## src/rtl/fadd_rr_scheduler.sv

```systemverilog
// Round-robin scheduler that shares one combinational fp32 adder among NUM_REQ requesters.
// It registers the winner's operands, captures the sum and returns it on a tagged valid/ready port.
module fadd_rr_scheduler #(
  parameter int unsigned NUM_REQ = 4,
  localparam int unsigned ID_W = (NUM_REQ > 2) ? $clog2(NUM_REQ) : 1
) (
  input  logic                  clk,
  input  logic                  rst_n,
  input  logic [NUM_REQ-1:0]    req_valid,
  output logic [NUM_REQ-1:0]    req_ready,
  input  logic [32*NUM_REQ-1:0] req_a,
  input  logic [32*NUM_REQ-1:0] req_b,
  output logic [31:0]           add_a,
  output logic [31:0]           add_b,
  input  logic [31:0]           add_out,
  output logic                  rsp_valid,
  input  logic                  rsp_ready,
  output logic [31:0]           rsp_data,
  output logic [ID_W-1:0]       rsp_id,
  output logic                  busy,
  output logic [15:0]           ops_done
);
  localparam int unsigned DATA_W = 32;
  localparam int unsigned SUM_W  = ID_W + 1;

  typedef enum logic [1:0] {
    IDLE  = 2'd0,
    ISSUE = 2'd1,
    RESP  = 2'd2
  } state_t;

  state_t           state;
  state_t           state_next;
  logic [ID_W-1:0]  ptr;
  logic [ID_W-1:0]  id_r;
  logic [ID_W-1:0]  grant_idx;
  logic             grant_found;
  logic [SUM_W-1:0] scan_idx;
  logic             accept;
  logic             handshake;

  // First valid requester at or after ptr, wrapping with a compare so non-power-of-two counts work.
  always_comb begin
    grant_found = 1'b0;
    grant_idx   = '0;
    scan_idx    = '0;
    for (int unsigned k = 0; k < NUM_REQ; k++) begin
      scan_idx = SUM_W'(ptr) + SUM_W'(k);
      if (scan_idx >= SUM_W'(NUM_REQ)) begin
        scan_idx = scan_idx - SUM_W'(NUM_REQ);
      end
      if (!grant_found && req_valid[scan_idx[ID_W-1:0]]) begin
        grant_found = 1'b1;
        grant_idx   = scan_idx[ID_W-1:0];
      end
    end
  end

  assign accept    = |(req_valid & req_ready);
  assign handshake = rsp_valid & rsp_ready;

  always_ff @(posedge clk) begin
    if (!rst_n) begin
      state <= IDLE;
    end else begin
      state <= state_next;
    end
  end

  always_comb begin
    state_next = state;
    case (state)
      IDLE:    if (accept) state_next = ISSUE;
      ISSUE:   state_next = RESP;
      RESP:    if (handshake) state_next = IDLE;
      default: state_next = IDLE;
    endcase
  end

  // Grants are offered only from IDLE and never while reset is asserted.
  always_comb begin
    req_ready = '0;
    rsp_valid = 1'b0;
    busy      = 1'b1;
    case (state)
      IDLE: begin
        busy = 1'b0;
        if (rst_n && grant_found) req_ready[grant_idx] = 1'b1;
      end
      ISSUE:   rsp_valid = 1'b0;
      RESP:    rsp_valid = 1'b1;
      default: rsp_valid = 1'b0;
    endcase
  end

  always_ff @(posedge clk) begin
    if (!rst_n) begin
      ptr      <= '0;
      id_r     <= '0;
      add_a    <= '0;
      add_b    <= '0;
      rsp_data <= '0;
      rsp_id   <= '0;
      ops_done <= '0;
    end else begin
      if (accept) begin
        add_a <= req_a[DATA_W*grant_idx +: DATA_W];
        add_b <= req_b[DATA_W*grant_idx +: DATA_W];
        id_r  <= grant_idx;
        ptr   <= (grant_idx == ID_W'(NUM_REQ - 1)) ? '0 : grant_idx + ID_W'(1);
      end
      if (state == ISSUE) begin
        rsp_data <= add_out;
        rsp_id   <= id_r;
      end
      if (handshake) begin
        ops_done <= ops_done + 16'd1;
      end
    end
  end

endmodule

```

## config.mk

```make
export PLATFORM = sky130hd
export DESIGN_NAME = fadd_rr_scheduler
export DESIGN_NICKNAME = d
export VERILOG_FILES = /design/src/rtl/fadd_rr_scheduler.sv
export SDC_FILE = /design/constraint.sdc
export NUM_CORES = 1
export LEC_CHECK = 0
export CAP_MARGIN = 40
export CORE_MARGIN = 3
export CORE_UTILIZATION = 25
export DETAILED_ROUTE_END_ITERATION = 8
export GPL_TIMING_DRIVEN = 0
export HOLD_SLACK_MARGIN = 0.06
export PLACE_DENSITY_LB_ADDON = 0.08
export SYNTH_ARGS = -nofsm -noshare
export SYNTH_HDL_FRONTEND = slang
export SYNTH_SLANG_ARGS = --single-unit
```

## constraint.sdc

```tcl
create_clock -name clk -period 3.1 [get_ports clk]
set_input_delay 0.775 -clock clk [delete_from_list [all_inputs] [get_ports clk]]
set_output_delay 0.775 -clock clk [all_outputs]
set_load 0.05 [all_outputs]
```

; ---- Word-level counts from Yosys, hierarchy flattened
; Index checks and enable logic that the tools add are counted.
[totals]
ff_bits = 120
inputBits = 295
wordCells = 77
[op_classes]
add_sub_neg = 9
n_lt_le_gt_ge = 10
n_eq_ne = 5
shift = 2
mux = 30
n_bitwise = 2
reduce_logical = 11
[op_table]
columns = cell, n
row1 = variable part select 128 x 8 -> 32 bit, 2
row2 = 2-to-1 mux 2 bit, 11
row3 = adder 16 x 1 -> 16 bit (second input constant), 1
row4 = < comparator 2 x 3 -> 1 bit (second input constant), 5
row5 = 2-to-1 mux 1 bit, 11
row6 = greater-or-equal comparator 3 bit (second input constant), 3
row7 = binary-select mux 1 bit (select 2 bit), 4
row8 = 2-to-1 mux 4 bit, 2
row9 = subtractor 2 x 1 -> 2 bit (second input constant), 4
row10 = adder 2 x 2 -> 3 bit (second input constant), 2
row11 = case mux 2 bit (3 select lines), 1
row12 = logical AND 1 bit, 5
row13 = AND 4 bit, 1
row14 = equality test 2 bit (second input constant), 2
row15 = inequality test 2 bit (second input constant), 2
row16 = OR reduction 4 bit, 1
row17 = adder 2 x 1 -> 3 bit (second input constant), 1
row18 = greater-or-equal comparator 2 x 3 -> 1 bit (second input constant), 1
row19 = zero test 1 bit, 3
row20 = adder 2 x 1 -> 2 bit (second input constant), 1
row21 = demux 1 bit (select 2 bit), 1
row22 = equality test 2 x 1 -> 1 bit (second input constant), 1
row23 = greater-or-equal comparator 2 x 1 -> 1 bit (second input constant), 1
row24 = zero test 2 bit, 1
row25 = other kinds (2), 2

; ---- Depth between registers and ports, before layout
; Gate-level depths: netlist (run 1).
[logic_depth]
ltp_word = 24
ltp_mapped = 14
mapped_depth_nobuf = 10

; ---- Worst setup path after synthesis (run 1)
; OpenSTA, ideal clock, no wires.
[synth_timing]
path_type = input to output
startpoint = input req_valid[3]
endpoint = output req_ready[0]
t_arrival_ns = 2.896
required_ns = 2.325
setup_slack_ns = -0.571
path_stages = 7
path_cell_list = or2_1 > and4_4 > or2_1 > buf_2 > buf_6 > buf_6 > nor3_1
[synth_via]
elab_chain_len = 18
word_cells_on_any_way = 30
cone_classes = order compare: 2 / mux: 20 / reduce/logical: 8
[synth_rtl]
columns = element, line
row1 = start: declaration, 9  ; input logic [NUM_REQ-1:0] req_valid,
row2 = binary-select mux 1 bit (select 2 bit), 52  ; if (!grant_found && req_valid[scan_idx[ID_W-1:0]]) begin
row3 = 2-to-1 mux 1 bit (implied by the code), 52
row4 = 2-to-1 mux 1 bit, 52
row5 = zero test 1 bit, 52
row6 = logical AND 1 bit, 52
row7 = 2-to-1 mux 1 bit, 52
row8 = zero test 1 bit, 52
row9 = logical AND 1 bit, 52
row10 = [... 2 more ...], -
row11 = logical AND 1 bit, 52
row12 = 2-to-1 mux 2 bit, 52
row13 = < comparator 2 x 3 -> 1 bit (implied by the code) / greater-or-equal comparator 2 x 1 -> 1 bit (equally long branches), 88  ; if (rst_n && grant_found) req_ready[grant_idx] = 1'b1;
row14 = logical AND 1 bit (implied by the code), 88
row15 = 2-to-1 mux 1 bit (implied by the code), 88
row16 = demux 1 bit (select 2 bit), 88
row17 = 2-to-1 mux 4 bit *, 88
row18 = 2-to-1 mux 4 bit *, 85  ; case (state)
row19 = end: declaration, 10  ; output logic [NUM_REQ-1:0] req_ready,
; Every way passes the cells marked *; elsewhere a longest branch is shown, timed or not. The select of a mux whose other input is x is not followed.

; ---- Final worst setup path (run 1)
[layout_timing]
startpoint = input req_valid[1]
endpoint = output req_ready[3]
; Same word-level chain as after synthesis.

==> results of run 1 <==
==> worst max-delay path by stage <==
stage | start | end
2_1_floorplan | req_valid[3] | add_a[31]
3_3_place_gp | req_valid[2] | req_ready[3]
3_5_place_dp | req_valid[2] | req_ready[3]
4_1_cts | req_valid[1] | req_ready[3]
5_1_grt | req_valid[2] | req_ready[3]
6_report | req_valid[1] | req_ready[3]
==> state kept, by name, summed over array words and instances (netlist names) <==
register  count
rsp_id        2
ptr           2
rsp_data     32
add_b        32
state         2
ops_done     16
add_a        32
id_r          2
==> cell families after synthesis <==
logic type | count (synthesis) | share of synthesized area [%]
muxes | 1 | 0.127
xor gates and xnor gates | 12 | 1.33
buffers and inverters | 121 | 7.22
AOI/OAI and AO/OA | 312 | 35.4
DFF | 120 | 30.4
adders and majority gates | 2 | 0.317
and+or+nand+nor | 326 | 25.2
==> metal layers <==
metal  wire length, um  vias up  global-route usage, %
li1                  -     4342                      -
met1             15700     4155                   25.4
met2             18600      305                   37.8
met3              2920       46                   6.94
met4               631       16                   5.17
met5               120        -                      0
==> repair_timing <==
action	in CTS	in global routing
buffers inserted	5	0
pin swaps	4	2
hold endpoints to repair	0	0
endpoints found under the setup margin	73	65
gates resized for setup	54	9
==> cell type report <==
type	instances	area, um^2
fill	3161	17600
multi-input combinational	653	4980
timing repair buffer	419	4160
sequential	120	2400
buffer	109	579
tap	396	495
clock buffer	18	439
clock inverter	14	186
inverter	7	28.8
antenna	2	5.00
==> Yosys cell counts (2+ instances only) <==
master    number
a211oi_1      51
a211oi_2      77
a21boi_0      37
a21oi_1        2
a41oi_1       64
and2_1        13
and3_1        67
and4_4         2
buf_1          2
buf_2         18
buf_4          5
buf_6         10
clkbuf_1      79
dfxtp_1      120
ha_1           2
inv_1          5
inv_2          2
nand2_1       78
nand2b_1       6
nand3_1        5
nand4_1        3
nor2_1         4
nor2b_1        5
nor3_1         6
nor3b_1      128
o21ai_0        4
o21ai_1        3
o31ai_1       64
or2_1          3
or3_1          3
xnor2_1        6
xor2_1         6
==> worst max-delay path, stage by stage <==
cell and delay (ns):
clkdlybuf4s15_2 0.21, or2_4 0.25, and4_4 0.20, or2_4 0.33, ha_2 0.23, and2_4 0.13
buf_6 0.15
==> power by group <==
part,switching (mW),leakage [nW],internal (mW),total (mW)
clock network,0.862,0.306,1.31,2.17
logic,4.64,3.38,2.50,7.14
registers,0.359,0.987,2.07,2.43
total,5.86,4.67,5.88,11.7
==> through the flow <==
stage               setup WS, ns  instances  TNS [ns]  hold slack [ns]  utilization, %
finish                    0.0299       1738         0            0.462            43.0
CTS                      -0.0279       1737   -0.0279            0.467            43.0
global placement           -1.53       1704   -103.27            0.451            40.8
global route             -0.0348       1736   -0.0490            0.484            42.9
floorplan                -0.0273        894    -0.943            0.441               -
detailed placement         -1.55       1704   -106.59            0.457            40.8
==> out/metrics.yaml, run 1 <==
outcome: "complete, no violations"
cts_hold_buffers: 0
cp.required_ns: 2.32
clk_latency_ns: 0.43
die_y_um: 184
synth.area.top_cells: "dfxtp_1, a211oi_2, nor3b_1"
worstSetupPathType: "input port to output port"
p_per_area_nw_per_um2: 884
rsz0062_at_grt: "true"
fin_crit_sh_pct: 99.0
cts_tree: "built"
crit_arrival_ns: 2.30
port_buffers: 414
yosysTopAreaCell: "dfxtp_1"
ctsHtreeMaxLevel: 4
root_buffer: "clkbuf_16"
r2r_cells: 13
ant_nets: 0
maxCapViolCount: 0
final_cell_mix: "clkdlybuf4s50_1, nor3b_1, dfxtp_1, nand2_1, a211oi_2"
fp-row-count: 64
grt_pass1_vias: 9001
grt_pass1_wl_mm: 55.4
worst_pin_slew_ns: 0.783
vias: 8864
viasPerCell: 5.10
synth.yosys.seq_area_share_pct: 30.4
hp-start: "rsp_data[3]"
worst_setup_path_start_kind: "input port"
grt_max_degree: 20
avgRoutedWirePerCell_um: 21.9
max_freq_mhz: 326
reg2reg_from: "ptr[1]"
die_w_um: 184
final_cell_area_um2: 13300
slew_viol_final: 0
whs_path_depth: 2
min_path_type: "flop to flop"
die_area_um2: 33800
power.static_leakage_nw: 4.67
drt-initial-drc-count: 314
max_slew_margin_pct: 47.8
path_max_fanout: 12
cts_buffers: 17
total_power_mw: 11.7
area_growth_syn_to_layout_pct: 68.0
place_hpwl_mm: 29.5
path_clk_slew_ns: 0.06
routabilityCongestion: 0.820
r2r-end: "add_b[13]"
syn_inst: 894
final_nets: 1624
synth_ff_type: "dfxtp_1"
antenna_found_initial: 10
synth-warning-count: 0
finalHoldViolations: 0
synth_seq_cells: 120
grt_usage_pct: 21.5
grt_overflow_total: 0
fin_skew_ns: 0.0123
drc_errors: 0
drive_gt1_share_pct: 13.1
drt_wl_total_mm: 38.0
min_to: "rsp_data[3]"
avgSynthCellArea_um2: 8.84
first_pass_iters: 4
initial_utilization_pct: 25.6
irDropWorstVdd_mv: 0.349
synth_nets: 1191
synth_edf_count: 0
synth_cell_types: 46
fin_crit_ns: 3.07
final_common_cell: "clkdlybuf4s50_1"
clock_path_buffers: 2
setup_violations: 0
crit_path_end_kind: "output port"
synth_area_um2: 7900
yosys.area.top_type_share_pct: 30.4
reg2reg_slack_ns: 0.33
place_area_um2: 12600
cts_sinks: 120
synthArstFlopShare_pct: 0
ios: 415
coreArea_um2: 30900
Power figures use the tool's default switching activity.
==> run 2: changes to the inputs <==
Settings changed: RECOVER_POWER from default to 25.
==> out/metrics.yaml, run 2 (synthesis results as in run 1) <==
outcome: "complete, no violations"
ant_nets: 0
final_cell_area_um2: 13300
antenna_found_initial: 10
fp-row-count: 64
cp.required_ns: 2.32
avgRoutedWirePerCell_um: 21.9
vias: 8885
drc_errors: 0
cts_hold_buffers: 0
slew_viol_final: 0
viasPerCell: 5.11
crit_path_end_kind: "output port"
setup_slack_ns: 0.0279
ctsHtreeMaxLevel: 4
grt_usage_pct: 21.5
area_growth_syn_to_layout_pct: 67.8
fin_util_pct: 42.9
initial_utilization_pct: 25.6
first_pass_iters: 5
cts_sinks: 120
final_nets: 1624
cts_tree: "built"
worst_pin_slew_ns: 0.785
whs_path_depth: 2
port_buffers: 414
final_cell_mix: "clkdlybuf4s50_1, nor3b_1, dfxtp_1, nand2_1, a211oi_2"
max_freq_mhz: 326
place_ws_ns: -1.55
worst_setup_path_start_kind: "input port"
root_buffer: "clkbuf_16"
drt_wl_total_mm: 38.0
fin_crit_ns: 3.07
fin_crit_sh_pct: 99.1
irDropWorstVdd_mv: 0.350
dp_cells: 1704
clock_path_buffers: 2
register_area_um2: 2400
grt_pass1_vias: 9001
total_power_mw: 11.7
hp-start: "rsp_data[3]"
multiInputGateArea_um2: 4980
power.static_leakage_nw: 4.76
grt_overflow_total: 0
routabilityCongestion: 0.820
drt-initial-drc-count: 302
r2r-end: "add_a[31]"
min_to: "rsp_data[3]"
stdcell_count: 1738
die_y_um: 184
fin_skew_ns: 0.0120
rsz0062_at_grt: "true"
maxCapViolCount: 0
place_hpwl_mm: 29.5
die_area_um2: 33800
path_clk_slew_ns: 0.06
cts_buffers: 17
path_max_fanout: 12
crit_arrival_ns: 2.30
r2r_cells: 12
coreArea_um2: 30900
fill_cells: 3160
ios: 415
finalHoldViolations: 0
reg_top3: "add_a x32, add_b x32, rsp_data x32"
place_area_um2: 12600
min_path_type: "flop to flop"
grt_pass1_wl_mm: 55.4
clk_latency_ns: 0.42
reg2reg_from: "ptr[1]"
max_slew_margin_pct: 47.7
p_per_area_nw_per_um2: 883
drive_gt1_share_pct: 13.1
final_common_cell: "clkdlybuf4s50_1"
grt_max_degree: 20
worstSetupPathType: "input port to output port"
reg2reg_slack_ns: 0.32
setup_violations: 0
die_w_um: 184
-- run 2: cell count changes in the layout (fill, tap and decap cells not counted) --
| cell | previous run | this run |
|---|---|---|
| and2_0 | 0 | 1 |
| clkbuf_2 | 9 | 8 |
| clkbuf_1 | 65 | 67 |
| clkdlybuf4s50_1 | 405 | 371 |
| dlygate4sd3_1 | 0 | 34 |
| dlymetal6s2s_1 | 1 | 0 |
| and2_1 | 12 | 11 |
-- run 2: critical path, cell delays in order --
cell and delay (ns):
clkdlybuf4s15_2 0.21, or2_4 0.25, and4_4 0.20, or2_4 0.33, ha_2 0.23, and2_4 0.13, buf_6 0.15
-- run 2: report_power, final --
part / leakage [nW] / switching, mW / internal (mW)
clock network: 0.306 / 0.865 / 1.31
logic: 3.46 / 4.64 / 2.47
registers: 0.987 / 0.355 / 2.07
total: 4.76 / 5.86 / 5.85
-- run 2: worst max-delay path by stage --
stage | from | endpoint | slack, ns | cells past startpoint
final | req_valid[1] | req_ready[3] | 0.03 | 7
after global placement | req_valid[2] | req_ready[3] | -1.53 | 11
after CTS | req_valid[1] | req_ready[3] | -0.03 | 8
after floorplan | req_valid[3] | add_a[31] | -0.03 | 12
after global routing | req_valid[2] | req_ready[3] | -0.03 | 10
after detailed placement | req_valid[2] | req_ready[3] | -1.55 | 11
-- run 2: cell type report --
| class | instances | area share (%) |
|---|---|---|
| flip-flops and latches | 120 | 18.1 |
| inverters | 7 | 0.217 |
| repair buffers | 419 | 31.3 |
| clock inverters | 14 | 1.41 |
| well taps | 396 | 3.73 |
| multi-input cells | 653 | 37.5 |
| diodes | 2 | 0.0377 |
| plain buffers | 109 | 4.36 |
| clock buffers | 18 | 3.31 |
-- run 2: stage by stage --
stage	TNS, ns	hold WS (ns)
floorplan	-0.943	0.441
CTS	-0.0279	0.467
finish	0	0.459
global placement	-103.27	0.451
detailed placement	-106.59	0.457
global route	-0.0490	0.482
-- run 2: routing by layer --
| metal | global-route usage, % | up-vias | share of wire (%) |
|---|---|---|---|
| li1 | - | 4344 | - |
| met1 | 25.4 | 4173 | 41 |
| met2 | 37.8 | 304 | 49 |
| met3 | 6.94 | 48 | 7.6 |
| met4 | 5.17 | 16 | 1.8 |
| met5 | 0 | - | 0.29 |
-- run 2: timing repair --
| item | in CTS | in global routing |
|---|---|---|
| pin swaps | 4 | 2 |
| resized for setup | 54 | 9 |
| setup endpoints to repair | 73 | 65 |
| gates cloned | 0 | 0 |
| setup buffers | 5 | 0 |
